--- config.mk ---
export PLATFORM = sky130hd
export DESIGN_NAME = int_to_bfloat_converter_flat
export DESIGN_NICKNAME = d
export VERILOG_FILES = /design/src/rtl/int_to_bfloat_if.sv /design/src/rtl/int_to_bfloat_converter.sv /design/src/flat_wrapper.sv
export SDC_FILE = /design/constraint.sdc
export NUM_CORES = 1
export LEC_CHECK = 0
export ABC_CLOCK_PERIOD_IN_PS = 2100
export BUFFER_PORTS_ARGS = -buffer_cell sky130_fd_sc_hd__buf_2
export CORE_ASPECT_RATIO = 1.2
export CORE_MARGIN = 10
export CORE_UTILIZATION = 52
export DETAILED_ROUTE_END_ITERATION = 12
export PLACE_DENSITY = 0.74
export SYNTH_ARGS = -nofsm -noshare
export SYNTH_HDL_FRONTEND = slang
export SYNTH_SLANG_ARGS = --single-unit
--- constraint.sdc ---
create_clock -name clk -period 2.1 [get_ports clk]
set_clock_uncertainty 0.2 [all_clocks]
set_input_delay 0.42 -clock clk [delete_from_list [all_inputs] [get_ports clk]]
set_output_delay 0.42 -clock clk [all_outputs]
set_load 0.03 [all_outputs]
--- src/rtl/int_to_bfloat_if.sv ---
// rtl/int_to_bfloat_if.sv - handshake bundle between an integer producer, the converter and a bfloat16 consumer
//
// Signals:
//   in_valid / in_ready / in_data    integer input handshake (IN_WIDTH-bit signed data)
//   out_valid / out_ready / out_data bfloat16 output handshake {sign, exp[7:0], mant[6:0]}
// Modports:
//   slave  - the converter: receives in_*, sources out_*
//   master - the environment: sources in_*, receives out_*
interface int_to_bfloat_if #(
    parameter int IN_WIDTH = 16
);
    logic                in_valid;
    logic                in_ready;
    logic [IN_WIDTH-1:0] in_data;
    logic                out_valid;
    logic                out_ready;
    logic [15:0]         out_data;

    modport slave (
        input  in_valid,
        input  in_data,
        input  out_ready,
        output in_ready,
        output out_valid,
        output out_data
    );

    modport master (
        output in_valid,
        output in_data,
        output out_ready,
        input  in_ready,
        input  out_valid,
        input  out_data
    );
endinterface

--- src/rtl/int_to_bfloat_converter.sv ---
// rtl/int_to_bfloat_converter.sv - iterative signed integer to bfloat16 converter, round-to-nearest-even
//
// Ports:
//   clk    - rising-edge clock
//   rst_n  - asynchronous active-low reset
//   bus    - int_to_bfloat_if.slave: in_valid/in_ready/in_data accept one integer,
//            out_valid/out_ready/out_data deliver the bfloat16 result
// One conversion in flight. The magnitude is shifted left one bit per cycle until
// its MSB is set, so latency after acceptance is leading_zeros + 2 cycles (0 for zero).
module int_to_bfloat_converter #(
    parameter int IN_WIDTH = 16
) (
    input  logic              clk,
    input  logic              rst_n,
    int_to_bfloat_if.slave    bus
);
    typedef enum logic [1:0] {
        IDLE  = 2'd0,
        NORM  = 2'd1,
        ROUND = 2'd2,
        DONE  = 2'd3
    } state_t;

    state_t              state, state_next;
    logic [IN_WIDTH-1:0] mag, mag_next;
    logic [5:0]          cnt, cnt_next;
    logic                sign, sign_next;
    logic [15:0]         out_data_q, out_data_next;
    logic                out_valid_q, out_valid_next;

    // Absolute value as an unsigned IN_WIDTH-bit number; the most negative input
    // wraps to exactly 1 << (IN_WIDTH-1), which is the correct magnitude.
    logic [IN_WIDTH-1:0] in_abs;
    assign in_abs = bus.in_data[IN_WIDTH-1] ? (~bus.in_data + IN_WIDTH'(1)) : bus.in_data;

    // Rounding datapath, valid once mag is normalised (MSB is the hidden bit).
    logic [6:0]  mant;
    logic        guard;
    logic        sticky;
    logic        round_up;
    logic [7:0]  mant_sum;
    logic [7:0]  exp_base;
    logic [7:0]  exp_fin;
    logic [15:0] result;

    assign mant  = mag[IN_WIDTH-2 -: 7];
    assign guard = mag[IN_WIDTH-9];

    generate
        if (IN_WIDTH > 9) begin : g_sticky
            assign sticky = |mag[IN_WIDTH-10:0];
        end else begin : g_no_sticky
            assign sticky = 1'b0;
        end
    endgenerate

    assign round_up = guard & (sticky | mant[0]);
    // Bit 7 of the sum is the carry out of an all-ones mantissa; it bumps the exponent
    // and leaves the mantissa at zero.
    assign mant_sum = {1'b0, mant} + {7'd0, round_up};
    assign exp_base = 8'(127 + IN_WIDTH - 1) - {2'b00, cnt};
    assign exp_fin  = exp_base + {7'd0, mant_sum[7]};
    assign result   = {sign, exp_fin, mant_sum[6:0]};

    always_ff @(posedge clk or negedge rst_n) begin
        if (!rst_n) begin
            state       <= IDLE;
            mag         <= '0;
            cnt         <= '0;
            sign        <= 1'b0;
            out_data_q  <= 16'h0000;
            out_valid_q <= 1'b0;
        end else begin
            state       <= state_next;
            mag         <= mag_next;
            cnt         <= cnt_next;
            sign        <= sign_next;
            out_data_q  <= out_data_next;
            out_valid_q <= out_valid_next;
        end
    end

    always_comb begin
        state_next     = state;
        mag_next       = mag;
        cnt_next       = cnt;
        sign_next      = sign;
        out_data_next  = out_data_q;
        out_valid_next = out_valid_q;

        case (state)
            IDLE: begin
                if (bus.in_valid) begin
                    cnt_next = '0;
                    mag_next = in_abs;
                    if (bus.in_data == '0) begin
                        // Zero bypasses normalisation; sign is forced positive.
                        sign_next      = 1'b0;
                        out_data_next  = 16'h0000;
                        out_valid_next = 1'b1;
                        state_next     = DONE;
                    end else begin
                        sign_next  = bus.in_data[IN_WIDTH-1];
                        state_next = NORM;
                    end
                end
            end
            NORM: begin
                if (mag[IN_WIDTH-1]) begin
                    state_next = ROUND;
                end else begin
                    mag_next = mag << 1;
                    cnt_next = cnt + 6'd1;
                end
            end
            ROUND: begin
                out_data_next  = result;
                out_valid_next = 1'b1;
                state_next     = DONE;
            end
            DONE: begin
                if (bus.out_ready) begin
                    out_valid_next = 1'b0;
                    state_next     = IDLE;
                end
            end
            default: state_next = IDLE;
        endcase
    end

    assign bus.in_ready  = (state == IDLE);
    assign bus.out_valid = out_valid_q;
    assign bus.out_data  = out_data_q;
endmodule

--- src/flat_wrapper.sv ---
// flat-port wrapper written by rule: the top's interface ports become plain ports
module int_to_bfloat_converter_flat 
#(
    parameter int IN_WIDTH = 16
)
  (clk, rst_n, bus_in_valid, bus_in_data, bus_out_ready, bus_in_ready, bus_out_valid, bus_out_data);
  int_to_bfloat_if #(.IN_WIDTH(IN_WIDTH)) bus_i ();
  input  logic clk;
  input  logic rst_n;
  input wire logic [$bits(bus_i.in_valid)-1:0] bus_in_valid;
  input wire logic [$bits(bus_i.in_data)-1:0] bus_in_data;
  input wire logic [$bits(bus_i.out_ready)-1:0] bus_out_ready;
  output wire logic [$bits(bus_i.in_ready)-1:0] bus_in_ready;
  output wire logic [$bits(bus_i.out_valid)-1:0] bus_out_valid;
  output wire logic [$bits(bus_i.out_data)-1:0] bus_out_data;
  assign bus_i.in_valid = bus_in_valid;
  assign bus_i.in_data = bus_in_data;
  assign bus_i.out_ready = bus_out_ready;
  assign bus_in_ready = bus_i.in_ready;
  assign bus_out_valid = bus_i.out_valid;
  assign bus_out_data = bus_i.out_data;
  int_to_bfloat_converter #(.IN_WIDTH(IN_WIDTH)) u_core (.clk(clk), .rst_n(rst_n), .bus(bus_i));
endmodule
==> After elaboration in Yosys (flattened, before gate mapping) <==
Cells that the tools add are included.
{ "totals": {"register_bits": 42, "input_bits": 20, "out_inout_bits": 18, "word_cells": 55} }
{ "classes": {"addsub": 5, "eq_ne": 8, "muxes": 20, "bitwise": 3, "reduce_logical": 12} }
{ "ops": {"columns": ["operator", "n"], "rows": [
  ["$mux 16", 5],
  ["$pmux 16 s2", 2],
  ["$add 16x1->16 const B", 1],
  ["$logic_not 16->1", 1],
  ["$not 16->16", 1],
  ["$mux 6", 2],
  ["$pmux 6 s2", 1],
  ["$reduce_and 3->1", 3],
  ["$add 7x1->8", 1],
  ["$add 8x1->8", 1],
  ["$mux 2", 4],
  ["$pmux 2 s4", 1],
  ["$sub 8x6->8 const A", 1],
  ["$reduce_or 7->1", 1],
  ["$add 6x1->6 const B", 1],
  ["$ne 2x2->1 const B", 3],
  ["$eq 2x2->1 const B", 2],
  ["$mux 1", 4],
  ["$ne 2x1->1 const B", 2],
  ["$reduce_and 2->1", 2],
  ["$reduce_and 4->1", 1],
  ["$reduce_bool 2->1", 2],
  ["$pmux 1 s3", 1],
  ["$reduce_bool 3->1", 1],
  ["4 further kinds", 4]
]} }

==> Depth between registers and ports, before layout <==
{ "depth": {"depth_word": 6, "mapped_depth": 10, "depth_no_buf": 10} }

==> Least setup slack after synthesis <==
OpenSTA, ideal clock, no wires.
{ "synth_path": {"path_kind": "reg2reg", "start": "register u_core.state[0]", "end": "register u_core.mag[9]", "setup_time_ps": 138, "arrival_time_ps": 1912, "t_required_ps": 1762, "path_slack_ps": -151, "stages_incl_launch_ff": 9, "n_path_buf": 1, "period_less_slack_ps": 2251, "path_cell_list": "dfrtp_1 > inv_1 > ha_1 > buf_4 > inv_1 > nor2_1 > or4b_2 > o21ai_0 > a21oi_1"} }
{ "synth_via": {"elab_chain_len": 3, "elab_cells_between_ends": 7, "classes_between": "eq/ne (3); mux (1); reduce/logical (3)"} }
{ "synth_lines": {"columns": ["element", "line_no", "rtl"], "rows": [
  ["start, declared", "int_to_bfloat_converter.sv:24", "state_t state, state_next;"],
  ["start signal, assigned", "int_to_bfloat_converter.sv:74", "state <= state_next;"],
  ["$logic_not 2->1 *", null, null],
  ["named net bus_in_ready", "flat_wrapper.sv:13", "output wire logic [$bits(bus_i.in_ready)-1:0] bus_in_ready;"],
  ["$ne 2x2->1 (no line) or $reduce_bool 2->1 (tied branches)", null, null],
  ["$reduce_and 3->1 (no line)", null, null],
  ["end signal, assigned", "int_to_bfloat_converter.sv:75", "mag <= mag_next;"],
  ["end, declared", "int_to_bfloat_converter.sv:25", "logic [IN_WIDTH-1:0] mag, mag_next;"]
]} }
The timed path passes the listed nets; every way through them passes the cells marked *.
A chain may end at the register's enable or synchronous reset.

==> Worst setup path in the final report <==
{ "layout_path": {"start": "register u_core.mag[7]", "end": "register u_core.out_data_q[13], in the netlist u_core.bus.out_data[13]"} }
{ "layout_via": {"elab_chain_len": 4} }
{ "layout_lines": {"columns": ["element", "line_no", "rtl"], "rows": [
  ["$and 1x1->1", "int_to_bfloat_converter.sv:57", "assign round_up = guard & (sticky | mant[0]);"],
  ["$add 7x1->8", "int_to_bfloat_converter.sv:60", "assign mant_sum = {1'b0, mant} + {7'd0, round_up};"],
  ["$add 8x1->8", "int_to_bfloat_converter.sv:62", "assign exp_fin = exp_base + {7'd0, mant_sum[7]};"],
  ["$pmux 16 s2", "int_to_bfloat_converter.sv:91", "case (state)"],
  ["end signal, assigned", "int_to_bfloat_converter.sv:78", "out_data_q <= out_data_next;"],
  ["end, declared", "int_to_bfloat_converter.sv:28", "logic [15:0] out_data_q, out_data_next;"]
]} }
Every way passes these cells.

==> results.md <==
* Status: completed
* CP required at 2.09 ns
* Overall routing resource usage at 16.54%
* Netlist cell types at 55
* Mapped Avg Cell Area at 9.271 sq um
* Placed cells at 435
* Critical-path maximum fanout at 3
* Most common cell after layout, fill and taps aside: buf_4
* Most used flip-flop cell after synthesis: dfrtp_1
* Initial Utilization at 53.23%
* Combined area of the multi-input logic cells at 1712 sq um
* CP arrival at 2.05 ns
* CP top delay family: compound AO/OA/AOI/OAI gates
* Chip height at 100.1 um
* Sequential share of the synthesized area at 37.79%
* Congestion Overflow GR at 0
* Synth top area cells: dfrtp_1, xor2_1, o21ai_0
* Mapped cell area at 2781 sq um
* Cell Area, Placed at 3378 sq um
* # clock sinks at 42
* DR iter-0 viols at 78
* Vias per inst at 5.699
* Most frequent cells in the layout: buf_4, dfrtp_1, buf_2, nor2_1, o21ai_0
* Die X at 86.77 um
* Worst Setup Start Kind: flip-flop
* Num ports at 38
* Max-slew violation count at 0
* CORE AREA at 5225 sq um
* Met1 Track Usage GR at 19.80%
* Initial antenna violation count at 0
* Fin util at 69.61%
* Worst hold margin at 0.2285 ns
* Critical Path End Type: flip-flop
* Minimum clock period at 2.055 ns
* DRC viols at 0
* Clock buffer depth at 2
* Initial DRT Pass Iterations at 4
* Clock Tree Root: clkbuf_8
* Largest net degree at the start of global routing at 27
* Layout area overhead at 30.77%
* Most used routing layer: met2
* Seq cells post-synth at 42
* Worst-path clk slew at 0.08 ns
* HPWL after DPL at 5.458 mm
* Fillers at 426
* Met3 track demand over resource at 3.890%
* Slowest Stage Delay on Critical Path at 0.37 ns
* CTS HTree Levels at 2
* Ys Warns at 0
* RSZ-0062 raised after global routing: true
* Slowest-stage cell, CP: dfrtp_1
* Ys async rst share at 100.0%
* Top cell by count, worst path: ha_4
* Number of synthesized flops with an enable pin at 0
* Vias in the first global route at 2580
* Share of cells above drive strength 1 at 35.92%
* # port buffers at 37
* Leakage at 1.660 nW
* Max rail drop VDD at 576.7 uV
* Final ANT Viol Nets at 0
* Critical path class: flip-flop to flip-flop
* Power Dens Cells at 1420 nW/um^2
* Post-synth top area share at 37.79%
* Detailed-route via count at 2559
* Die area at 8686 sq um
* Synth area leader: dfrtp_1
* Worst-Skew Late Latency at 0.29 ns
* Fmax at 0.4865 GHz
* Num CTS Buffers at 5
* Maxcap violations at 0
* Crit-path cells: nand4_1 -> nor2_2 -> nand3_2 -> ha_4 -> ha_4 -> a311oi_4 -> nand2_1 -> o21ai_2 -> o22ai_1 -> a21o_1
* Part of the cycle the worst path needs at 97.88%
* Final nets at 415
* Final Cell Area at 3637 sq um
* FP Rows at 29
* Antenna diodes at 0
* Mean routed wirelength per cell at 15.71 um
* Hold Fails Final Rpt at 0
* Met2 Use GR at 28.16%
* Drt total wl at 7.056 mm
* FF/Latch Area at 1051 sq um
* Non-filler cells in the finished layout at 449
* Finish-stage setup viols at 0
* Max-slew headroom at 69.46%
* First-pass GRT wire length at 11.91 mm
* CTS tree: built
* Hold WC Path Type: primary input to flip-flop
* Worst Tran Pin Value at 0.4582 ns
* Post-Synthesis Cells at 300
* Critical path buffers and inverters at 0
* Syn Nets at 329
* Final Wtd Congestion at 0.8688
-- power by group --
part	leakage, nW	switching, mW	internal (mW)
sequential	0.510	0.299	1.17
clock	0.0579	0.282	0.350
combinational	1.09	1.69	1.37
-- layer usage --
| layer | up-vias | part of all wire [%] |
|---|---|---|
| met5 | - | 0 |
| met4 | 0 | 1.3 |
| met3 | 10 | 5.1 |
| met2 | 57 | 50 |
| met1 | 1228 | 43 |
| li1 | 1264 | - |
-- final timing paths --
path	start	endpoint	slack, ns	cells past startpoint
max	u_core.mag[7]	u_core.bus.out_data[13]	0.04	10
min	bus_out_ready	u_core.bus.out_valid	0.23	3
min reg2reg	u_core.bus.out_valid	u_core.bus.out_valid	0.30	1
max reg2reg	u_core.mag[7]	u_core.bus.out_data[13]	0.04	10
min in group asynchronous	rst_n	u_core.state[0]	0.36	2
max in group asynchronous	rst_n	u_core.cnt[5]	0.81	3
-- sequential cells by signal, summed over array words and instances, names as in the netlist --
name / cells
u_core.bus.out_data: 16
u_core.bus.out_valid: 1
u_core.state: 2
u_core.sign: 1
u_core.cnt: 6
u_core.mag: 16
-- synthesized netlist by cell type (2+ instances only) --
library cell	instances
nor4_1	3
o31ai_1	4
or2_2	2
a21oi_1	21
a211o_1	4
nand4_1	4
ha_1	9
buf_4	3
a22oi_1	3
xor2_1	21
o211ai_1	3
mux2i_1	7
a311oi_1	2
nand3b_1	3
nand3_1	7
a211oi_1	5
nor3_1	4
buf_2	5
o21a_1	4
and2_1	2
dfrtp_1	42
nand2_1	19
nand2b_1	4
nor2_1	27
and3_1	2
nor4_4	2
clkbuf_1	7
o2bb2ai_1	2
a21o_1	2
a221o_1	6
buf_6	2
or4b_2	3
inv_1	10
o22ai_1	3
o21ai_0	25
nor2b_1	6
xnor2_1	4
-- worst reg2reg max path, cell delays in order, from the launching register on --
cell and delay, ns:
dfrtp_1 0.37, nand4_1 0.12, nor2_2 0.15, nand3_2 0.13, ha_4 0.19, ha_4 0.17
a311oi_4 0.24, nand2_1 0.11, o21ai_2 0.06, o22ai_1 0.08, a21o_1 0.15
-- layout make-up --
cell class                 instances  area share [%]
multi-input combinational        230           47.06
sequential                        42           28.90
timing repair buffer              97           17.89
tap                               62           2.133
clock buffer                       5           1.892
clock inverter                     3           1.101
inverter                          10           1.032
-- through the flow --
step                      setup TNS (ns)  setup slack [ns]  power, mW
after floorplan                 -0.01996          -0.01004      3.403
after global routing             -0.4359          -0.09492      5.589
final                                  0           0.04460      5.167
after detailed placement          -1.536           -0.1346      4.370
after global placement           -0.7254          -0.07592      4.273
after CTS                       -0.06215          -0.06215      5.077
-- cells by family after synthesis --
| group | after synthesis | synth area share, % |
|---|---|---|
| simple gates | 96 | 19.75 |
| compound gates | 92 | 22.49 |
| flops | 42 | 37.79 |
| buf+inv | 28 | 5.128 |
| xor+xnor | 25 | 7.872 |
| fa+ha+maj | 9 | 4.049 |
| mux | 8 | 2.924 |
-- what timing repair did --
item                                    CTS  global route
hold buffers                              1             0
pin swaps                                 6            11
endpoints found under the hold margin    14             0
gates resized for setup                   7            14
buffers inserted                          2             3
gates cloned                              0             0
endpoints found under the setup margin    5            26
Note: power is estimated with default switching activity, not from simulation.
